## src/rtl/sync_fifo_pkg.sv

```systemverilog
// sync_fifo_pkg: shared constants and helpers for sync_fifo_v2.
//   cnt_width(depth) : width of an occupancy counter able to hold 0..depth
//   FWFT_OFF/FWFT_ON : read-mode encodings for the FWFT parameter
package sync_fifo_pkg;

  localparam int FWFT_OFF = 0;
  localparam int FWFT_ON  = 1;

  function automatic int cnt_width(input int depth);
    return $clog2(depth + 1);
  endfunction

endpackage

```

## src/rtl/fifo_wrap_ptr.sv

```systemverilog
// fifo_wrap_ptr: pointer counter for a FIFO of arbitrary DEPTH.
//   clk, rst : clock and synchronous active-high reset (pointer -> 0)
//   inc      : advance the pointer by one on this edge
//   ptr      : current pointer, range 0..DEPTH-1, wraps DEPTH-1 -> 0
module fifo_wrap_ptr #(
  parameter  int DEPTH = 16,
  localparam int PTR_W = (DEPTH > 1) ? $clog2(DEPTH) : 1
) (
  input  logic             clk,
  input  logic             rst,
  input  logic             inc,
  output logic [PTR_W-1:0] ptr
);

  logic [PTR_W-1:0] ptr_q;
  logic [PTR_W-1:0] ptr_d;

  // Explicit compare against DEPTH-1 so non-power-of-2 depths wrap correctly.
  always_comb begin
    ptr_d = ptr_q;
    if (inc) begin
      if (ptr_q == PTR_W'(DEPTH - 1)) ptr_d = '0;
      else                            ptr_d = ptr_q + 1'b1;
    end
  end

  always_ff @(posedge clk) begin
    if (rst) ptr_q <= '0;
    else     ptr_q <= ptr_d;
  end

  assign ptr = ptr_q;

endmodule

```

## src/rtl/sync_fifo_v2.sv

```systemverilog
// sync_fifo_v2: single-clock FIFO with arbitrary depth, programmable
// almost-full/almost-empty thresholds, standard or FWFT read mode,
// exported occupancy and sticky overflow/underflow flags.
// Optional build macro: SYNC_FIFO_WATERMARK_EN adds max_level (peak
// occupancy since reset or err_clr).
// Ports:
//   clk, rst            : clock, synchronous active-high reset
//   wr_en, din          : write request and data
//   rd_en               : read request (pop in FWFT mode)
//   dout, dout_valid    : read data and its qualifier
//   full, empty         : count == DEPTH / count == 0
//   almost_full/empty   : count >= AF_LEVEL / count <= AE_LEVEL
//   count               : current occupancy
//   err_clr             : clears overflow/underflow
//   overflow, underflow : sticky error flags
//   max_level           : (watermark build only) peak occupancy
//
// Handshake: a write is accepted when wr_en && !full and a read when
// rd_en && !empty, both judged on the flags before the edge, so a write
// while full or a read while empty is dropped even if the opposite
// operation happens in the same cycle. Dropped requests set the sticky
// error flags instead.
module sync_fifo_v2
  import sync_fifo_pkg::*;
#(
  parameter  int DATA_WIDTH = 8,
  parameter  int DEPTH      = 16,
  parameter  int AF_LEVEL   = DEPTH - 2,
  parameter  int AE_LEVEL   = 2,
  parameter  int FWFT       = FWFT_OFF,
  localparam int CNT_W      = cnt_width(DEPTH),
  localparam int PTR_W      = (DEPTH > 1) ? $clog2(DEPTH) : 1
) (
  input  logic                  clk,
  input  logic                  rst,
  input  logic                  wr_en,
  input  logic [DATA_WIDTH-1:0] din,
  input  logic                  rd_en,
  output logic [DATA_WIDTH-1:0] dout,
  output logic                  dout_valid,
  output logic                  full,
  output logic                  empty,
  output logic                  almost_full,
  output logic                  almost_empty,
  output logic [CNT_W-1:0]      count,
  input  logic                  err_clr,
  output logic                  overflow,
  output logic                  underflow
`ifdef SYNC_FIFO_WATERMARK_EN
  ,
  output logic [CNT_W-1:0]      max_level
`endif
);

  logic [DATA_WIDTH-1:0] mem_q [DEPTH];
  logic [PTR_W-1:0]      wr_ptr;
  logic [PTR_W-1:0]      rd_ptr;
  logic [CNT_W-1:0]      count_q, count_d;
  logic                  overflow_q, overflow_d;
  logic                  underflow_q, underflow_d;
  logic                  wr_ok, rd_ok;

  assign full         = (count_q == CNT_W'(DEPTH));
  assign empty        = (count_q == '0);
  assign almost_full  = (count_q >= CNT_W'(AF_LEVEL));
  assign almost_empty = (count_q <= CNT_W'(AE_LEVEL));
  assign count        = count_q;
  assign overflow     = overflow_q;
  assign underflow    = underflow_q;

  assign wr_ok = wr_en && !full;
  assign rd_ok = rd_en && !empty;

  fifo_wrap_ptr #(.DEPTH(DEPTH)) u_wr_ptr (
    .clk (clk),
    .rst (rst),
    .inc (wr_ok),
    .ptr (wr_ptr)
  );

  fifo_wrap_ptr #(.DEPTH(DEPTH)) u_rd_ptr (
    .clk (clk),
    .rst (rst),
    .inc (rd_ok),
    .ptr (rd_ptr)
  );

  // Storage is deliberately not reset.
  always_ff @(posedge clk) begin
    if (wr_ok) mem_q[wr_ptr] <= din;
  end

  always_comb begin
    count_d = count_q;
    case ({wr_ok, rd_ok})
      2'b10:   count_d = count_q + 1'b1;
      2'b01:   count_d = count_q - 1'b1;
      default: count_d = count_q;
    endcase
  end

  // err_clr drops the flags, but an error in the same cycle re-sets them.
  always_comb begin
    overflow_d  = err_clr ? 1'b0 : overflow_q;
    underflow_d = err_clr ? 1'b0 : underflow_q;
    if (wr_en && full)  overflow_d  = 1'b1;
    if (rd_en && empty) underflow_d = 1'b1;
  end

  always_ff @(posedge clk) begin
    if (rst) begin
      count_q     <= '0;
      overflow_q  <= 1'b0;
      underflow_q <= 1'b0;
    end else begin
      count_q     <= count_d;
      overflow_q  <= overflow_d;
      underflow_q <= underflow_d;
    end
  end

  generate
    if (FWFT == FWFT_ON) begin : g_fwft
      // Head of queue is always presented; the pop moves rd_ptr on the edge.
      assign dout       = mem_q[rd_ptr];
      assign dout_valid = !empty;
    end else begin : g_std
      logic [DATA_WIDTH-1:0] dout_q, dout_d;
      logic                  dout_valid_q, dout_valid_d;

      always_comb begin
        dout_d       = dout_q;
        dout_valid_d = 1'b0;
        if (rd_ok) begin
          dout_d       = mem_q[rd_ptr];
          dout_valid_d = 1'b1;
        end
      end

      always_ff @(posedge clk) begin
        if (rst) begin
          dout_q       <= '0;
          dout_valid_q <= 1'b0;
        end else begin
          dout_q       <= dout_d;
          dout_valid_q <= dout_valid_d;
        end
      end

      assign dout       = dout_q;
      assign dout_valid = dout_valid_q;
    end
  endgenerate

`ifdef SYNC_FIFO_WATERMARK_EN
  logic [CNT_W-1:0] max_level_q, max_level_d;
  logic [CNT_W-1:0] max_base;

  // After err_clr the peak restarts from the occupancy after this edge.
  always_comb begin
    max_base    = err_clr ? '0 : max_level_q;
    max_level_d = (count_d > max_base) ? count_d : max_base;
  end

  always_ff @(posedge clk) begin
    if (rst) max_level_q <= '0;
    else     max_level_q <= max_level_d;
  end

  assign max_level = max_level_q;
`endif

endmodule

```

## config.mk

```make
export PLATFORM = sky130hd
export DESIGN_NAME = sync_fifo_v2
export DESIGN_NICKNAME = d
export VERILOG_FILES = /design/src/rtl/sync_fifo_pkg.sv /design/src/rtl/fifo_wrap_ptr.sv /design/src/rtl/sync_fifo_v2.sv
export SDC_FILE = /design/constraint.sdc
export NUM_CORES = 1
export LEC_CHECK = 0
export ABC_AREA = 0
export CAP_MARGIN = 15
export CORE_MARGIN = 10
export CORE_UTILIZATION = 25
export CTS_BUF_LIST = sky130_fd_sc_hd__clkbuf_16
export DETAILED_ROUTE_END_ITERATION = 10
export PLACE_DENSITY_LB_ADDON = 0.12
export REMOVE_ABC_BUFFERS = 1
export SKIP_CTS_REPAIR_TIMING = 1
export SLEW_MARGIN = 20
export SYNTH_ARGS = -nofsm -noshare
export SYNTH_HDL_FRONTEND = slang
export SYNTH_SLANG_ARGS = --single-unit
```

## constraint.sdc

```tcl
create_clock -name clk -period 2.9 [get_ports clk]
set_clock_uncertainty 0.1 [all_clocks]
set_input_delay 0.87 -clock clk [delete_from_list [all_inputs] [get_ports clk]]
set_output_delay 0.87 -clock clk [all_outputs]
set_load 0.01 [all_outputs]
```

**Word level (Yosys, flattened, before mapping)**

Memories as Yosys holds them, arrays and structs flattened. A register that Yosys moved wholly into a read port is not among the register bits.
Index checks and enable logic that the tools add are counted.

- Word-level logic and storage cells: 37
- Output and inout port bits: 20
- Memories: 1
- Flip-flop bits (word level): 16
- Memory bits (writable): 128
- Bits of input ports: 13

Memories:

| memory | depth | bits a word | read ports | clocked after memory_dff | wr ports | line | text |
|---|---|---|---|---|---|---|---|
| mem_q | 16 | 8 | 1 | 1 | 1 | sync_fifo_v2.sv:55 | `logic [DATA_WIDTH-1:0] mem_q [DEPTH];` |

- Reductions and logical operators: 10
- Equality and inequality tests: 5
- Mux-type cells: 9
- Add/sub/neg operators: 4
- $lt $le $gt $ge: 2

Operators by type and width:

| cell | number |
|---|---|
| $pmux W5 S2 | 1 |
| $add A4 B1 Y4 const B | 2 |
| $eq A4 B4 Y1 const B | 2 |
| $mux W4 | 2 |
| $mux W1 | 6 |
| $reduce_bool A2 Y1 | 3 |
| $add A5 B1 Y5 const B | 1 |
| $eq A5 B5 Y1 const B | 1 |
| $ge A5 B4 Y1 const B | 1 |
| $le A5 B2 Y1 const B | 1 |
| $logic_not A5 Y1 | 1 |
| $sub A5 B1 Y5 const B | 1 |
| $logic_and A1 B1 Y1 | 4 |
| $eq A2 B1 Y1 const B | 1 |
| $eq A2 B2 Y1 const B | 1 |
| $logic_not A1 Y1 | 2 |

**Depth between registers and ports, before layout**

Gate-level depths: netlist of the first run.

- Depth after elaboration: 5
- Gate-level depth with buffers: 13
- Mapped depth without buffers: 10

**By module**

A second synthesis of the first run with hierarchy kept.

- Cell total of the unflattened synthesis: 412
- Area total of the unflattened synthesis: 6216.0 sq um

Modules (own cells, without submodules):

| module | cells an instance | area an instance (sq um) | seq. area each (sq um) | instances |
|---|---|---|---|---|
| sync_fifo_v2 | 372 | 5855.6 | 4164.0 | 1 |
| fifo_wrap_ptr | 20 | 180.2 | 80.1 | 2 |

**Worst setup path before layout of the first run**

No wires, ideal clock.

- Path kind: input port to flip-flop
- From: in wr_en
- To: reg count_q[4] (netlist: count[4])
- Arrival: 2906 ps
- Data required time: 2679 ps
- Stages: 10
- Setup time: 121 ps
- Path slack: -227 ps
- Buffers on the path: 1
- Cell sequence: a21boi_1 -> inv_1 -> ha_1 -> clkbuf_1 -> xor2_1 -> ha_1 -> a21oi_1 -> a32oi_1 -> a31oi_1 -> mux2_2

- Cells in the longest elaborated chain, start to end: 3
- Elaborated cells between the ends (all ways): 5
- Those cells by class: eq/ne: 2; mux: 1; reduce/logical: 2

RTL lines:

| what | line | text |
|---|---|---|
| start: declaration | sync_fifo_v2.sv:36 | `input logic wr_en,` |
| $logic_and A1 B1 Y1 (*) | sync_fifo_v2.sv:71 | `assign wr_ok = wr_en && !full;` |
| $eq A2 B1 Y1 / $eq A2 B2 Y1 (equally long branches) | sync_fifo_v2.sv:95 | `case ({wr_ok, rd_ok})` |
| $pmux W5 S2 / $reduce_bool A2 Y1 (equally long branches) | -- |  |
| end signal: assignment | sync_fifo_v2.sv:116 | `count_q <= count_d;` |
| end: declaration | sync_fifo_v2.sv:58 | `logic [CNT_W-1:0] count_q, count_d;` |

Every way passes the cells marked *; elsewhere a longest branch is shown, timed or not.
A chain may end at the register's enable or synchronous reset.

**Worst setup path in the final report of the first run**

Ends and elaborated chain as after synthesis.

==> results.md, run 1 <==
- Outcome: finished clean
- WP data required: 3100 ps
- Die Area: 31,110 µm²
- Number of global-route vias before repair: 3,536
- Cell family with most CP delay: compound AO/OA/AOI/OAI gates
- H-Tree Level Count: 4
- Core ar.: 24,180 µm²
- WP buf/inv: 2
- CP startpoint kind: input pin
- Async S/R FF share, synth: 0%
- Library cells used by synthesis: 45
- Area post-placement: 7041 µm²
- Final slew viol count: 0
- CTS clk-pin slew, worst paths: 60 ps
- Final cell count without fillers: 770
- Worst VDD drop: 335.4 µV
- Critical Path AT: 2980 ps
- Syn Std Cell Area: 6113 µm²
- Total GRT Usage: 9.494%
- Clk root buf: clkbuf_16
- Share of layout cells above drive strength 1: 23.77%
- Clock sinks: 152
- Metal1 wirelength: 6.353 mm
- Dpl cells: 738
- Place WS: -323.4 ps
- Finished Core Util: 31.62%
- CTS Buf Count: 17
- Final min period: 2775 ps
- CP endpoint kind: register
- Cells along the critical path: clkdlybuf4s50_1 > a21boi_2 > inv_1 > ha_1 > xor2_1 > ha_1 > a21oi_1 > a32oi_1 > a31oi_1 > mux2_2
- GP Congestion: 0.6773
- Tcrit/Tclk final: 95.69%
- Via count: 3,401
- Leak Pwr: 2.498 nW
- Finished layout cell area: 7645 µm²
- Post-synth EDFFs: 128
- Worst slew margin: 57.38%
- Starting DRT DRC Count: 206
- Layout Nets: 454
- Critical setup path kind: input pin to register
- Layout area overhead: 25.05%
- Die Ht: 176.4 µm
- PortBufs: 32
- DRC: 0
- Critical-path maximum fanout: 3
- Met2 wire len: 7.490 mm
- Critical path's slowest cell: clkdlybuf4s50_1
- N_diodes: 0
- Post-synth top flop: edfxtp_1
- Largest net degree at the start of global routing: 31
- Worst Hold Margin: 412.4 ps
- TritonRoute pass-1 iters: 4
- Post-Syn Instances: 366
- Top routing layer in use: met4
- Most frequent cells in the layout: edfxtp_1, buf_4, nor2_1
- WL final: 14.64 mm
- Synth Register Bits: 152
- Commonest non-fill, non-tap cell in the layout: edfxtp_1
- Most common cell on crit path: ha_1
- CP peak stage delay: 480 ps
- Avg Inst Size Synth: 16.70 µm²
- Clk_lat worst skew: 420 ps
- Initial antenna violation count: 0
- Final Hold Viols: 0
- Die X-Extent: 176.4 µm
- HP Class: register to register
- Register area share after synthesis: 70.73%
- Vias per std cell: 4.417
- Grt total ovfl: 0
- Longest Clk Path Bufs: 2
- RSZ-0062 raised after global routing: false
- Met3 routed WL: 567 µm
- I/O pins: 33
- Remaining antenna violation count after routing: 0
- Slew of the pin with the lowest slew margin: 637.3 ps
- First-pass GRT wire length: 21.80 mm
- Setup-failing EPs final: 0
- Final worst setup slack: 125.0 ps
- WL/cell: 19.01 µm
- FMAX: 360.4 MHz
- Initial Utilization: 25.29%
- Hpwl dp: 9.574 mm
- CTS tree: done
- Yosys Warn Count: 0
- Pwr per Cell Area: 835.8 nW/µm²
- Max-cap violations: 0
- Row count: 57
flip-flops by register name, summed over array words and instances (netlist names):
register,count
count,5
u_rd_ptr.ptr,4
underflow,1
overflow,1
dout_valid,1
mem_q,128
dout,8
u_wr_ptr.ptr,4
metrics by stage:
stage	total power [mW]	setup TNS, ps
final	6.390	0
after global routing	6.733	0
after global placement	4.278	-786.8
after detailed placement	4.289	-848.0
after CTS	6.508	-342.2
after floorplan	3.524	-147.5
worst min-delay path: stages, from the launching register on:
cell	delay (ps)
dfxtp_1	330
a22oi_1	80
nor2_1	70
Yosys cell counts, types with 2 or more instances:
master | count | area (µm²)
a31oi_1 | 12 | 75.07
nand3b_1 | 2 | 15.01
buf_1 | 2 | 7.510
a311oi_1 | 8 | 70.07
mux2_2 | 2 | 22.52
nand2_1 | 10 | 37.54
nor3_1 | 7 | 35.03
edfxtp_1 | 128 | 3844
buf_6 | 3 | 33.78
dfxtp_1 | 24 | 480.5
nor2_1 | 36 | 135.1
o22ai_1 | 9 | 56.30
xor2_1 | 5 | 43.79
nand2b_1 | 2 | 12.51
buf_2 | 4 | 20.02
buf_4 | 2 | 15.01
clkbuf_1 | 13 | 48.80
ha_1 | 8 | 100.1
mux4_2 | 24 | 540.5
inv_1 | 6 | 22.52
a22oi_1 | 11 | 82.58
a21oi_1 | 6 | 30.03
mux2i_1 | 19 | 190.2
nor2b_1 | 2 | 12.51
logic make-up (layout without fill, tap and decap cells):
kind of cell | Yosys count | after routing | synth area share (%)
multiplexers | 45 | 45 | 12.32
XOR/XNOR | 6 | 6 | 0.8596
adder cells (fa/ha/maj) | 8 | 8 | 1.637
AO/OA/AOI/OAI | 56 | 56 | 6.754
AND/OR/NAND/NOR | 68 | 68 | 5.219
buffers and inverters | 31 | 111 | 2.476
flip-flops | 152 | 152 | 70.73
final timing paths:
path,startpoint,slack [ps],cells after the start,endpoint
max,wr_en,130,10,count[4]
min,overflow,410,2,overflow
max reg2reg,count[0],180,10,count[4]
min reg2reg,overflow,410,2,overflow
cell type report:
| cell class | instances | area (µm²) |
|---|---|---|
| inverter | 7 | 26.28 |
| clock inverter | 15 | 166.4 |
| fill | 2347 | 16530 |
| clock buffer | 17 | 425.4 |
| multi-input combinational | 183 | 1643 |
| tap | 324 | 405.4 |
| timing repair buffer | 72 | 653.1 |
| sequential | 152 | 4325 |
where the power goes:
group | switching [mW] | internal, mW | total, mW | leakage [nW]
Sequential | 0.148 | 2.51 | 2.66 | 1.35
Clock | 0.918 | 1.29 | 2.21 | 0.286
Combinational | 0.730 | 0.791 | 1.52 | 0.859
Total | 1.80 | 4.59 | 6.39 | 2.50
per-layer routing:
| metal | track usage (%) | vias to the layer above |
|---|---|---|
| met4 | 3.573 | 0 |
| met5 | 0 | - |
| li1 | - | 1585 |
| met3 | 2.371 | 11 |
| met2 | 16.23 | 62 |
| met1 | 11.30 | 1743 |
(Power assumes the default switching activity.)
==> run 2, diff against run 1 <==
Settings changed: REMOVE_ABC_BUFFERS 1 to default.
==> run 2 against run 1 <==
Clock power shrank 2%. Maximum frequency shrank 1.8%. Register-to-register slack improved by 50 ps. Global-route usage increased by 0.59 points.
==> results.md, run 2 (same netlist as run 1, synthesis figures left out) <==
- Clk_lat worst skew: 420 ps
- Final Hold Viols: 0
- CTS Buf Count: 17
- Tcrit/Tclk final: 97.40%
- Critical setup path kind: register to primary output
- Critical Path AT: 1850 ps
- Multi-input gate area: 1664 µm²
- Largest Register: mem_q
- Clock share of power: 33.8%
- Most frequent cells in the layout: edfxtp_1, buf_4, nor2_1
- Design Power: 6.411 mW
- Die Ht: 176.4 µm
- Total GRT Usage: 10.08%
- Finished Core Util: 31.67%
- Finished layout cell area: 7656 µm²
- Commonest non-fill, non-tap cell in the layout: edfxtp_1
- Final min period: 2825 ps
- FMAX: 354.0 MHz
- Slew of the pin with the lowest slew margin: 732.5 ps
- Reg power frac: 40.8%
- Place WS: -203.7 ps
- Max-cap violations: 0
- Clock sinks: 152
- RSZ-0062 raised after global routing: true
- Final slew viol count: 0
- WL final: 15.21 mm
- Net Sw Frac: 28.64%
- Final worst setup slack: 75.27 ps
- CP endpoint kind: primary output
- Critical-path maximum fanout: 8
- Leak Pwr: 2.492 nW
- Longest Clk Path Bufs: 2
- Post-Synthesis Net Count: 387
- Worst VDD drop: 393.2 µV
- GP Congestion: 0.7188
- Die Area: 31,110 µm²
- Grt total ovfl: 0
- Area post-placement: 7066 µm²
- Hold Startpoint: dout[6]
- Remaining antenna violation count after routing: 0
- WL/cell: 19.75 µm
- Die X-Extent: 176.4 µm
- Max FFs per register: 128
- Clk root buf: clkbuf_16
- Row count: 57
- CTS clk-pin slew, worst paths: 70 ps
- Hold endpoint: dout[6]
- Largest net degree at the start of global routing: 31
- Pwr per Cell Area: 837.3 nW/µm²
- Fillcell total: 2,315
- Layout area overhead: 25.24%
- HP Class: register to register
- First-pass GRT wire length: 22.99 mm
- TritonRoute pass-1 iters: 4
- WP data required: 1930 ps
- DRC: 0
- Worst slew margin: 51.02%
- Register area: 4328 µm²
- Int Pwr: 4.575 mW
- CP startpoint kind: register
- Outcome: finished clean
- Worst r2r src: count[0]
- Share of layout cells above drive strength 1: 24.66%
- Setup-failing EPs final: 0
- R2R Setup Slk: 230 ps
- Hpwl dp: 10.07 mm
- Cells on worst reg2reg path: 10
- R2r endpoint: count[4]
- NetSw: 1.836 mW
- Number of global-route vias before repair: 3,563
- Core ar.: 24,180 µm²
- Via count: 3,436
- I/O pins: 33
- Initial Utilization: 25.29%
- Starting DRT DRC Count: 232
- CTS tree: done
- N_diodes: 0
- Layout Nets: 454
- Vias per std cell: 4.462
- WHS Path Cells: 2
- H-Tree Level Count: 4
- PortBufs: 32
- Gate power share: 25.4%
- Initial antenna violation count: 0
- TNS Setup: 0 ps
==> run 2: cell count changes in the layout (fill, tap and decap cells not counted) <==
cell / previous run / this run
dfxtp_1: 23 / 21
ha_1: 8 / 6
clkinv_4: 2 / 3
a21oi_2: 0 / 1
nor2_1: 36 / 35
inv_1: 7 / 8
a21oi_1: 6 / 5
inv_8: 2 / 1
clkinv_1: 0 / 1
ha_2: 0 / 1
dfxtp_2: 1 / 3
inv_6: 4 / 2
nor2_2: 0 / 1
ha_4: 0 / 1
==> run 2: routing by layer <==
| metal | track usage, % | part of all wire (%) |
|---|---|---|
| met5 | 0 | 0 |
| met4 | 4.098 | 2.4 |
| met3 | 3.054 | 4.5 |
| met2 | 15.33 | 46 |
| met1 | 13.14 | 47 |
==> run 2: worst max path at each step <==
| stage | from | end | slack (ps) | depth (start not counted) |
|---|---|---|---|---|
| floorplan | count[1] | count[4] | -30 | 13 |
| global placement | wr_en | count[4] | -210 | 10 |
| CTS | count[0] | full | -190 | 3 |
| global route | count[4] | almost_full | -6 | 3 |
| finish | count[4] | almost_full | 80 | 3 |
| detailed placement | wr_en | count[4] | -200 | 10 |
==> run 2: layout make-up <==
cell class              instances  area share (%)
flip-flops and latches        152           56.53
multi-input cells             183           21.74
repair buffers                 72           8.531
clock buffers                  17           5.556
well taps                     324           5.295
clock inverters                15           2.010
inverters                       7          0.3432
==> run 2: through the flow <==
stage | hold WS [ps] | cells
final | 404.8 | 770
after global routing | 426.2 | 770
after CTS | 413.1 | 770
after detailed placement | 401.1 | 738
after global placement | 400.9 | 738
after floorplan | 418.1 | 366
==> run 2: power by group through the flow <==
stage               registers [mW]  clock network, mW  logic (mW)
floorplan                     2.68                  0       0.952
global placement              2.66                  0        1.66
detailed placement            2.66                  0        1.66
CTS                           2.62               2.21        1.67
global route                  2.63               2.32        1.78
finish                        2.61               2.17        1.63
==> run 2: critical path: stages, from the launching register on <==
cell and delay, ps:
dfxtp_1 580, inv_1 210, nand2_1 110, clkdlybuf4s50_1 540
==> run 3, diff against run 2 <==
Settings changed: GPL_TIMING_DRIVEN from default to 0, SETUP_SLACK_MARGIN from default to 0.1.
==> run 3 against run 2 <==
The flow now finishes with violations (negative setup slack). Global-route usage fell by 0.19 points. Design area rose by 0.92%. Sequential share of layout area fell by 0.48 points. Via count fell by 0.32%. Worst hold slack improved by 5.0 ps. Core utilization rose by 0.29 points. Wire length fell by 0.28%. Cell count rose by 0.91%. Clock-buffer cell count rose by 3. Clock power fell by 6%.
==> results.md, run 3 (same netlist as run 1, synthesis figures left out) <==
- Final worst setup slack: -34.84 ps
- Critical Path AT: 3140 ps
- Pwr per Cell Area: 847.5 nW/µm²
- GP Congestion: 0.7632
- Commonest non-fill, non-tap cell in the layout: edfxtp_1
- Remaining antenna violation count after routing: 0
- Final slew viol count: 0
- Core ar.: 24,180 µm²
- Multi-input gate area: 1745 µm²
- Max FFs per register: 128
- Critical setup path kind: register to register
- Layout Nets: 461
- Total GRT Usage: 9.885%
- TritonRoute pass-1 iters: 5
- N_diodes: 0
- Failing checks: negative setup slack
- WL final: 15.16 mm
- Met3 routed WL: 701 µm
- Largest net degree at the start of global routing: 17
- Post-Synthesis Net Count: 387
- Share of layout cells above drive strength 1: 25.61%
- Met2 wire len: 7.072 mm
- Register area: 4330 µm²
- CTS Buf Count: 17
- Die Area: 31,110 µm²
- CP endpoint kind: register
- Fillcell total: 2,359
- Most frequent cells in the layout: edfxtp_1, nor2_1, clkdlybuf4s50_1
- Outcome: complete, but fails checks
- Die X-Extent: 176.4 µm
- WP data required: 3110 ps
- Number of global-route vias before repair: 3,456
- Initial antenna violation count: 0
- Critical-path maximum fanout: 5
- Final min period: 2935 ps
- I/O pins: 33
- Clk_lat worst skew: 410 ps
- DRC: 0
- CP peak stage delay: 520 ps
- Initial Utilization: 25.29%
- Max-cap violations: 0
- Die Ht: 176.4 µm
- Clock sinks: 152
- First-pass GRT wire length: 22.30 mm
- TNS Setup: -36.61 ps
- CP startpoint kind: register
- CTS clk-pin slew, worst paths: 60 ps
- CTS tree: done
- Layout area overhead: 26.38%
- Slew of the pin with the lowest slew margin: 896.1 ps
- Cells along the critical path: buf_6 > or4_4 > o21ai_4 > inv_2 > buf_8 > ha_4 > xor2_1 > ha_2 > a21oi_4 > nand4b_1 > a31oi_2 > mux2_4
- FMAX: 340.7 MHz
- Grt total ovfl: 0
- WL/cell: 19.52 µm
- H-Tree Level Count: 4
- Leak Pwr: 2.551 nW
- Via count: 3,425
- PortBufs: 31
- Final Hold Viols: 0
- Largest Register: mem_q
- Hpwl dp: 10.41 mm
- HP Class: register to register
- Row count: 57
- Tcrit/Tclk final: 101.2%
- Finished Core Util: 31.96%
- Setup-failing EPs final: 2
- Worst slew margin: 40.04%
- Top routing layer in use: met4
- Vias per std cell: 4.408
- Clk root buf: clkbuf_16
- RSZ-0062 raised after global routing: true
- Starting DRT DRC Count: 143
- Metal1 wirelength: 7.236 mm
- Critical path's slowest cell: or4_4
- Longest Clk Path Bufs: 2
- Worst VDD drop: 285.2 µV
run 3: routing by layer:
layer	GRT usage, %	vias up
li1	-	1602
met1	12.96	1736
met2	15.41	79
met3	2.713	8
met4	3.468	0
met5	0	-
run 3: final cells by class:
cell class	count	share of cell area [%]
flip-flops and latches	152	56.05
multi-input cells	183	22.59
inverters	7	0.3725
well taps	324	5.247
plain buffers	23	1.862
clock inverters	12	0.7287
repair buffers	56	6.672
clock buffers	20	6.478
run 3: power by group:
part	total, mW	switching (mW)	internal (mW)
sequential	2.63	0.114	2.52
clock	2.05	0.827	1.22
combinational	1.86	0.893	0.968
total	6.55	1.83	4.71
run 3: path summary, 6_finish.rpt:
check             cells after the start        end       from  slack, ps
setup / recovery                     12   count[4]   count[3]        -30
hold / removal                        2  underflow  underflow        410
setup reg to reg                     12   count[4]   count[3]        -30
hold reg to reg                       2  underflow  underflow        410
run 3: worst max-delay path: cells and delay by family (launching register included):
kind | cells | cell delay, ps
multiplexers | 1 | 320
buffers and inverters | 3 | 310
adder cells (fa/ha/maj) | 2 | 370
flip-flops | 1 | 320
AND/OR/NAND/NOR | 2 | 720
AO/OA/AOI/OAI | 3 | 510
XOR/XNOR | 1 | 160
run 3: metrics by stage:
stage               hold slack (ps)  cell area (µm²)  power [mW]  setup WS (ps)  instances
floorplan                     418.1             6148       3.633         -30.79        366
global placement              401.8             6864       4.243         -907.9        721
detailed placement            404.9             6899       4.269         -892.3        723
CTS                           417.2             7456       6.343         -448.6        755
global route                  443.2             7726       6.885         -109.1        777
finish                        409.8             7726       6.548         -34.84        777
==> variant: new RTL, config.mk and constraints of run 2 <==
`DEPTH` is set to 16 in 2 places; all go to 32.
--- a/src/rtl/fifo_wrap_ptr.sv
+++ b/src/rtl/fifo_wrap_ptr.sv
@@ -5,3 +5,3 @@
 module fifo_wrap_ptr #(
-  parameter  int DEPTH = 16,
+  parameter  int DEPTH = 32,
   localparam int PTR_W = (DEPTH > 1) ? $clog2(DEPTH) : 1
--- a/src/rtl/sync_fifo_v2.sv
+++ b/src/rtl/sync_fifo_v2.sv
@@ -26,3 +26,3 @@
   parameter  int DATA_WIDTH = 8,
-  parameter  int DEPTH      = 16,
+  parameter  int DEPTH      = 32,
   parameter  int AF_LEVEL   = DEPTH - 2,
Interface: changed (resized count); port bits go from 33 to 34. No check against the original RTL was run, so the function may have changed too.
==> variant against run 2 <==
The flow now finishes with violations (negative setup slack); via count rose by 81%; die area grew 76%; final cell count increased by 81%; synthesized area up 87%; routed wire length up 92%; clock power up 97%; sequential cell count grew 131; setup slack lost 0.090 ns; combinational power increased by 45%; final area up 85%; maximum frequency decreased by 3.1%; power is 78% higher.
==> variant: results <==
group,metric,value,unit
outcome,status,"finished, violations left",
outcome,violations,"negative setup slack",
critical_path,r2r-start,"count[1]",
critical_path,r2r_cells,12,
cts,clkLatencyLatePin,0.53,ns
route,wl_met2,13500,um
synth,synth-edff-count,256,
finish,regMostFlops,"mem_q",
timing,timing.final.ws_setup,-0.0148,ns
cts,cts.htree.levels,2,
critical_path,crit_family,"compound AO/OA/AOI/OAI gates",
grt,grt.total_usage,10.9,%
route,finalWirelength,29200,um
critical_path,path_class,"flip-flop to flip-flop",
route,vias,6206,
grt,grt_use_met1,14.9,%
grt,grt_max_degree,33,
hold_path,holdPathEnd,"dout[6]",
power_and_ir_drop,max-vdd-ir-drop,0.000358,V
finish,largest_reg_flops,256,
grt,grtUsageMet2,16.8,%
power_and_ir_drop,clock_power_share,37.4,%
place,dp_hpwl,18600,um
timing,max-slew-margin-rel,60.3,%
power_and_ir_drop,powerDensity,805,mW/mm^2
cts,clk_path_buf_depth,3,
place,placedInstanceArea,0.0130,mm^2
place,pre_cts_ws,-0.260,ns
synth,syn_inst,654,
timing,hold_ws,0.391,ns
route,drt-met1-wl,13700,um
synth,synth-seq-area-share,72.0,%
synth,ys_top_cells_by_area,"edfxtp_1 (67%), mux4_2 (12%), dfxtp_1 (4.7%)",
critical_path,worst_path_max_delay_cell,"or4_4",
cts,numCtsBuffers,35,
critical_path,cp_max_fo,4,
timing,tns,-0.0148,ns
power_and_ir_drop,intPower,0.00836,W
grt,use_met3,2.67,%
synth,synth_nets,677,
synth,synthTopCellsByCount,"edfxtp_1 (256), mux4_2 (63), nor2_1 (58)",
place,numPortBuffers,33,
route,drt_iter0_markers,366,
place,dp.cells,1327,
place,gp_congestion,0.725,
synth,yosysUniqueCellTypes,48,
critical_path,crit_end,"count[4]",
grt,grt_pass1_wl,43700,um
route,wl_per_cell,21.0,um
finish,nets,791,
route,firstDrtPassIters,5,
timing,setup_viol,1,
power_and_ir_drop,powerComb,0.00236,W
grt,grt_pass1_vias,6600,
route,wl_met3,1510,um
finish,nFillCells,4443,
grt,grt.overflow.total,0,
power_and_ir_drop,power_leakage,4.53,nW
finish,layout-drive-gt1-share,27.2,%
critical_path,crit_arrival,3.22,ns
-- variant: cell types whose count changed after synthesis, sizes merged, moves of 11 or more --
cell / run 2 / this run
nor2: 36 / 59
mux4: 24 / 63
a22oi: 11 / 0
nand3: 1 / 19
edfxtp: 128 / 256
nand2: 10 / 36
nand2b: 2 / 26
a21oi: 6 / 20
-- variant: area by class of cell --
cell class	count	area, um^2	area share (%)
Tap cell	600	751	5.29
Multi-Input combinational cell	327	3020	21.3
Timing Repair Buffer	115	1030	7.27
Sequential cell	283	8240	58.1
Inverter	6	22.5	0.159
Clock buffer	37	926	6.53
Clock inverter	26	198	1.39
-- variant: logic make-up (layout without fill, tap and decap cells) --
kind of cell,Yosys count,after routing,synth area share [%]
buffers and inverters,44,184,2.00
AND/OR/NAND/NOR,184,184,8.05
AO/OA/AOI/OAI,54,54,3.05
multiplexers,75,75,13.5
flip-flops,283,283,72.0
adder cells (fa/ha/maj),10,10,1.09
XOR/XNOR,4,4,0.307
